===== src/rtl/sipo_deser_if.sv =====
// Bundle of the serial input, the valid/ready word output and the status flags
// of the deserializer. The master side feeds bits and consumes words; the
// slave side is the deserializer itself.
interface sipo_deser_if #(
  parameter int DATA_WIDTH = 4
);
  logic                  din;
  logic                  din_en;
  logic                  sof;
  logic                  out_ready;
  logic [DATA_WIDTH-1:0] out_data;
  logic                  out_valid;
  logic                  locked;
  logic                  frame_err;
  logic                  overrun;

  modport master (
    output din, din_en, sof, out_ready,
    input  out_data, out_valid, locked, frame_err, overrun
  );

  modport slave (
    input  din, din_en, sof, out_ready,
    output out_data, out_valid, locked, frame_err, overrun
  );
endinterface


===== src/rtl/sipo_deser.sv =====
// Serial-to-parallel deserializer: MSB-first bit capture aligned by a
// start-of-frame strobe, with a one-entry valid/ready output register,
// framing-error pulse and sticky overrun flag.
module sipo_deser #(
  parameter int DATA_WIDTH = 4
) (
  input logic        clk,
  input logic        rst_n,  // active-high synchronous reset despite the name
  sipo_deser_if.slave bus
);

  localparam int CNT_W = $clog2(DATA_WIDTH);
  localparam logic [0:0] HUNT  = 1'b0;
  localparam logic [0:0] SHIFT = 1'b1;
  localparam logic [CNT_W-1:0] LAST_CNT = CNT_W'(DATA_WIDTH - 1);

  logic [0:0]            state_reg;
  logic [CNT_W-1:0]      count_reg;
  logic [DATA_WIDTH-1:0] shift_reg;
  logic [DATA_WIDTH-1:0] data_reg;
  logic                  valid_reg;
  logic                  frame_err_reg;
  logic                  overrun_reg;

  logic [DATA_WIDTH-1:0] shifted;
  logic                  accept;
  logic                  restart;
  logic                  mid_word_sof;
  logic                  word_done;

  // Decode what the current accepted bit does to the framing state.
  always_comb begin
    shifted      = {shift_reg[DATA_WIDTH-2:0], bus.din};
    accept       = bus.din_en;
    mid_word_sof = accept && bus.sof && (state_reg == SHIFT) && (count_reg != '0);
    // sof at a word boundary in SHIFT is an ordinary MSB, so only HUNT entry
    // and a mid-word sof need the explicit reload path.
    restart      = accept && bus.sof && ((state_reg == HUNT) || (count_reg != '0));
    word_done    = accept && (state_reg == SHIFT) && !restart && (count_reg == LAST_CNT);
  end

  // Framing state machine, bit counter and shift register.
  always_ff @(posedge clk) begin
    if (rst_n) begin
      state_reg     <= HUNT;
      count_reg     <= '0;
      shift_reg     <= '0;
      frame_err_reg <= 1'b0;
    end else begin
      frame_err_reg <= mid_word_sof;
      if (restart) begin
        shift_reg <= {{(DATA_WIDTH-1){1'b0}}, bus.din};
        count_reg <= CNT_W'(1);
        state_reg <= SHIFT;
      end else if (accept && (state_reg == SHIFT)) begin
        shift_reg <= shifted;
        count_reg <= word_done ? '0 : count_reg + CNT_W'(1);
      end
    end
  end

  // One-entry output register; a full, unconsumed slot drops the new word.
  always_ff @(posedge clk) begin
    if (rst_n) begin
      data_reg    <= '0;
      valid_reg   <= 1'b0;
      overrun_reg <= 1'b0;
    end else if (word_done) begin
      if (!valid_reg || bus.out_ready) begin
        data_reg  <= shifted;
        valid_reg <= 1'b1;
      end else begin
        overrun_reg <= 1'b1;
      end
    end else if (valid_reg && bus.out_ready) begin
      valid_reg <= 1'b0;
    end
  end

  assign bus.out_data  = data_reg;
  assign bus.out_valid = valid_reg;
  assign bus.locked    = (state_reg == SHIFT);
  assign bus.frame_err = frame_err_reg;
  assign bus.overrun   = overrun_reg;

endmodule


===== src/flat_wrapper.sv =====
// flat-port wrapper written by rule: the top's interface ports become plain ports
module sipo_deser_flat 
#(
  parameter int DATA_WIDTH = 4
)
  (clk, rst_n, bus_din, bus_din_en, bus_sof, bus_out_ready, bus_out_data, bus_out_valid, bus_locked, bus_frame_err, bus_overrun);
  sipo_deser_if #(.DATA_WIDTH(DATA_WIDTH)) bus_i ();
  input logic clk;
  input logic rst_n;
  input wire logic [$bits(bus_i.din)-1:0] bus_din;
  input wire logic [$bits(bus_i.din_en)-1:0] bus_din_en;
  input wire logic [$bits(bus_i.sof)-1:0] bus_sof;
  input wire logic [$bits(bus_i.out_ready)-1:0] bus_out_ready;
  output wire logic [$bits(bus_i.out_data)-1:0] bus_out_data;
  output wire logic [$bits(bus_i.out_valid)-1:0] bus_out_valid;
  output wire logic [$bits(bus_i.locked)-1:0] bus_locked;
  output wire logic [$bits(bus_i.frame_err)-1:0] bus_frame_err;
  output wire logic [$bits(bus_i.overrun)-1:0] bus_overrun;
  assign bus_i.din = bus_din;
  assign bus_i.din_en = bus_din_en;
  assign bus_i.sof = bus_sof;
  assign bus_i.out_ready = bus_out_ready;
  assign bus_out_data = bus_i.out_data;
  assign bus_out_valid = bus_i.out_valid;
  assign bus_locked = bus_i.locked;
  assign bus_frame_err = bus_i.frame_err;
  assign bus_overrun = bus_i.overrun;
  sipo_deser #(.DATA_WIDTH(DATA_WIDTH)) u_core (.clk(clk), .rst_n(rst_n), .bus(bus_i));
endmodule

===== config.mk =====
export PLATFORM = sky130hd
export DESIGN_NAME = sipo_deser_flat
export DESIGN_NICKNAME = d
export VERILOG_FILES = /design/src/rtl/sipo_deser_if.sv /design/src/rtl/sipo_deser.sv /design/src/flat_wrapper.sv
export SDC_FILE = /design/constraint.sdc
export NUM_CORES = 1
export LEC_CHECK = 0
export CAP_MARGIN = 20
export CORE_AREA = 2 2 39 41
export CTS_CLUSTER_SIZE = 20
export DETAILED_ROUTE_END_ITERATION = 8
export DIE_AREA = 0 0 41 43
export PLACE_DENSITY = 0.8
export SLEW_MARGIN = 20
export SYNTH_ARGS = -nofsm -noshare
export SYNTH_HDL_FRONTEND = slang
export SYNTH_SLANG_ARGS = --single-unit

===== constraint.sdc =====
create_clock -name clk -period 3.19 [get_ports clk]
set_input_delay 0.319 -clock clk [delete_from_list [all_inputs] [get_ports clk]]
set_output_delay 0.319 -clock clk [all_outputs]
set_load 0.1 [all_outputs]

# Yosys cells after proc, flatten, opt, wreduce, memory -nomap -nowiden
# Index checks and enable logic that the tools add are counted.
dict set report op_classes {
  reduce_logical 19
  n_addsub 1
  n_mux 8
  bitwise_logic 2
  eq_ne 2
}
# op n
set ops {}
lappend ops {{logical AND 1 bit} 8}
lappend ops {{2-to-1 mux 1 bit} 7}
lappend ops {{AND reduction 2 bit} 3}
lappend ops {{nonzero test 2 bit} 3}
lappend ops {{adder 2 x 1 -> 2 bit (second input constant)} 1}
lappend ops {{equality test 2 bit (second input constant)} 1}
lappend ops {{zero test 1 bit} 2}
lappend ops {{logical OR 1 bit} 2}
lappend ops {{2-to-1 mux 2 bit} 1}
lappend ops {{inequality test 2 bit (second input constant)} 1}
lappend ops {{NOT 1 bit} 2}
lappend ops {{OR reduction 2 bit} 1}
dict set report totals {
  input_bits 6
  regBits 13
  out_inout_bits 8
  word_cells 41
}

# Depth between registers and ports, before layout
dict set report depth {
  word_depth 9
  mapped_depth 6
  ltp_nobuf 5
}

# Worst setup path before layout
# Ideal clock, no wire load.
dict set report synth_timing {
  path_type {register -> register}
  startpoint {register u_core.state_reg (netlist: u_core.bus.locked)}
  endpoint {register u_core.data_reg[0] (netlist: u_core.bus.out_data[0])}
  synth_period_minus_slack_ns 1.926
  n_path_buf 2
  required_ns 3.118
  path_slack_ns 1.264
  arrival_time_ns 1.855
  stages_incl_launch_ff 6
  path_cell_list {dfxtp_1 > buf_2 > and3_4 > and3b_1 > buf_6 > mux2i_1}
}
dict set report synth_between {
  elab_chain_cells 7
  word_cells_on_any_way 8
  cone_classes {bitwise (1); reduce/logical (7)}
}
# element line_no
set synth_lines {}
lappend synth_lines {{from (decl)} sipo_deser.sv:17} ;# logic [0:0] state_reg;
lappend synth_lines {{from (signal assigned)} sipo_deser.sv:45} ;# state_reg <= HUNT;
lappend synth_lines {{from (signal assigned)} sipo_deser.sv:54} ;# state_reg <= SHIFT;
lappend synth_lines {{NOT 1 bit} sipo_deser.sv:38} ;# restart = accept && bus.sof && ((state_reg == HUNT) || (count_reg != '0));
lappend synth_lines {{logical OR 1 bit} sipo_deser.sv:38}
lappend synth_lines {{logical AND 1 bit} sipo_deser.sv:38}
lappend synth_lines {{zero test 1 bit} sipo_deser.sv:39} ;# word_done = accept && (state_reg == SHIFT) && !restart && (count_reg == LAST_CNT);
lappend synth_lines {{logical AND 1 bit * (2 in series)} sipo_deser.sv:39}
lappend synth_lines {{AND reduction 2 bit (no line) *} --}
lappend synth_lines {{to (signal assigned)} sipo_deser.sv:70} ;# data_reg <= shifted;
lappend synth_lines {{to (decl)} sipo_deser.sv:20} ;# logic [DATA_WIDTH-1:0] data_reg;
# Mark *: on every way between the ends. The rest lies on a longest branch, timed or not.
# A chain may end at the register's enable or synchronous reset.

# Final worst setup path
dict set report layout_timing {
  startpoint {register u_core.data_reg[0] (netlist: u_core.bus.out_data[0])}
  endpoint {output bus_out_data[0]}
}
# element line_no
set layout_rtl {}
lappend layout_rtl {{to (decl)} flat_wrapper.sv:14} ;# output wire logic [$bits(bus_i.out_data)-1:0] bus_out_data;
# No word-level cell between the ends.

==> results.md <==
* Worst setup EP type: primary output
* RePlAce Congestion at 0.760
* Yosys warns at 0
* Yosys reg bits at 13
* Clock slew at reported path FFs at ~0.08 ns
* CP max stage delay at about 1.1 ns
* Area grow syn2layout at 24.5%
* Placed Cells at 89
* Worst-path fanout max at 2
* Synth Cell Area at slightly below 600 um^2
* Hold WS at 0.464 ns
* Syn_area_per_cell at 9.11 um^2
* Layout cells sized above 1 at 7.79%
* Class of the most critical hold timing path: reg2reg
* Root cell of the clock tree: clkbuf_4
* Chip width at 41 um
* Vias per cell at 5.01
* Yosys top cell area share at 44.6%
* Longest Clk Path Bufs at 2
* Pwr dens at about 420 nW/um^2
* DRC Markers at 0
* Most frequent cells in the layout: 13 x dfxtp_1, 12 x clkdlybuf4s50_1, 9 x nand2b_1
* Final ANT Viol Nets at 0
* Yosys cell types at 21
* CTS tree: yes
* Critical path class: reg2out
* Crit path buffers/inverters at 1
* Status: completed
* Initial core utilization at 42.1%
* Setup TNS at 0 ns
* Worst setup SP type: flip-flop
* Setup Viol. Count Final at 0
* Die H at 43 um
* Clock latency on the worst-skew pair at 0.28 ns
* PnR Total Power at roughly 300 uW
* Vias in the first global route at 406
* Largest net degree at the start of global routing at 16
* Global router's overall resource usage at roughly 14%
* Pre-antenna DRT Iters at 4
* Period utilization at 65.1%
* Final core occ at 52.4%
* Gr ovfl total at 0
* Largest cells by area after synthesis: dfxtp_1 45%, nand2b_1 9.7%, mux2i_1 8.6%
* Final Non-Filler Cells at 93
* Arr. time, crit path at 1.76 ns
* Resized Gates After CTS at 0
* Sink Count at 13
* IO buf count at 13
* Critical path's top delay family: buffers and inverters
* Global-route wire length before repair at 1620 um
* R2r setup slk at around 1.8 ns
* Vias at 466
* Yosys top cell by area: dfxtp_1
* WL final at 1000 um
* Worst Max-Slew Pin Slew at 0.966 ns
* Max-Cap Viols at 0
* Relative slew margins at 35.4%
* Hold Fails Final Rpt at 0
* CP max stage cell: clkdlybuf4s50_1
* IO Pins at 14
* Wirelength per Cell at 10.8 um
* Die area at 1760 um^2
* Initial antenna violation count at 0
* TritonCTS Buffers at 3
* Synth Instances at 64
* Worst endpoint required time at 2.87 ns
* RSZ-0062 raised after global routing: false
* Number of H-tree levels at 1
* Core box area at 1380 um^2
* Initial drt markers at 3
* Maximum clock frequency at 481 MHz
* CP Cell Sequence: clkdlybuf4s50_1
* Antenna fix cells at 0
* Commonest non-fill, non-tap cell in the layout: dfxtp_1
* Hpwl dp at 753 um
* Max FFs per register at 4
* Setup Fix Bufs, Post-CTS at 0
* Post-Syn Nets at 72
* Leak at 0.259 nW
* IR drop worst, VDD at about 0.19 mV
* NumNets Final at 86
* Hold Buf Count CTS at 0
* Setup Skew at 0.00391 ns
* Max-slew violations at 0
* Final min period at 2.08 ns
* Sequential share of the synthesized area at 44.6%
* FP Rows at 14
per-layer routing:
metal / vias to the layer above / part of all wire (%) / track usage, %
li1: 239 / - / -
met1: 207 / 43 / 16.3
met2: 15 / 47 / 20.3
met3: 5 / 6.0 / 3.14
met4: 0 / 4.2 / 12.0
met5: - / 0 / 0
per-stage QoR:
step / instance area [um^2] / setup WS [ns]
after detailed placement: 699 / 1.37
final: 726 / 1.11
after CTS: 726 / 1.10
after floorplan: 583 / 1.26
after global placement: 699 / 1.42
after global routing: 726 / 1.07
path summary, 6_finish.rpt:
check | startpoint | end | cells past startpoint
setup / recovery | u_core.bus.out_data[0] | bus_out_data[0] | 1
setup reg to reg | u_core.count_reg[0] | u_core.bus.out_data[1] | 5
hold reg to reg | u_core.shift_reg[2] | u_core.shift_reg[2] | 2
hold / removal | u_core.shift_reg[2] | u_core.shift_reg[2] | 2
power breakdown:
group / internal, mW / leakage [nW] / total (mW) / switching [mW]
registers: 0.165 / 0.105 / 0.169 / 0.00361
logic: 0.0141 / 0.139 / 0.0332 / 0.0191
clock network: 0.0485 / 0.0150 / 0.101 / 0.0523
total: 0.228 / 0.259 / 0.303 / 0.0750
cells by family (layout without fill, tap and decap cells):
logic type | after synthesis | count (layout) | share of synthesized area [%]
buffers and inverters | 6 | 19 | 6.65
and+or+nand+nor | 28 | 28 | 25.7
muxes | 5 | 5 | 8.58
DFF | 13 | 13 | 44.6
adders and majority gates | 2 | 2 | 4.29
AOI/OAI and AO/OA | 10 | 10 | 10.1
cells in the mapped netlist, drive strengths merged:
library cell  number
a31oi              1
o21ai              2
inv                2
a21oi              5
buf                3
and3b              1
clkbuf             1
nand2b             9
a221oi             1
a31o               1
nor2b              2
ha                 2
mux2i              5
nand2              5
and3               1
dfxtp             13
nor2               6
nor3               1
nand3              3
area by class of cell:
| cell class | instances | area (um^2) |
|---|---|---|
| Sequential cell | 13 | 260 |
| Inverter | 2 | 7.51 |
| Fill cell | 141 | 658 |
| Multi-Input combinational cell | 45 | 284 |
| Tap cell | 16 | 20.0 |
| Clock buffer | 4 | 26.3 |
| Timing Repair Buffer | 13 | 128 |
No activity file was read; power rests on OpenSTA's default activity.
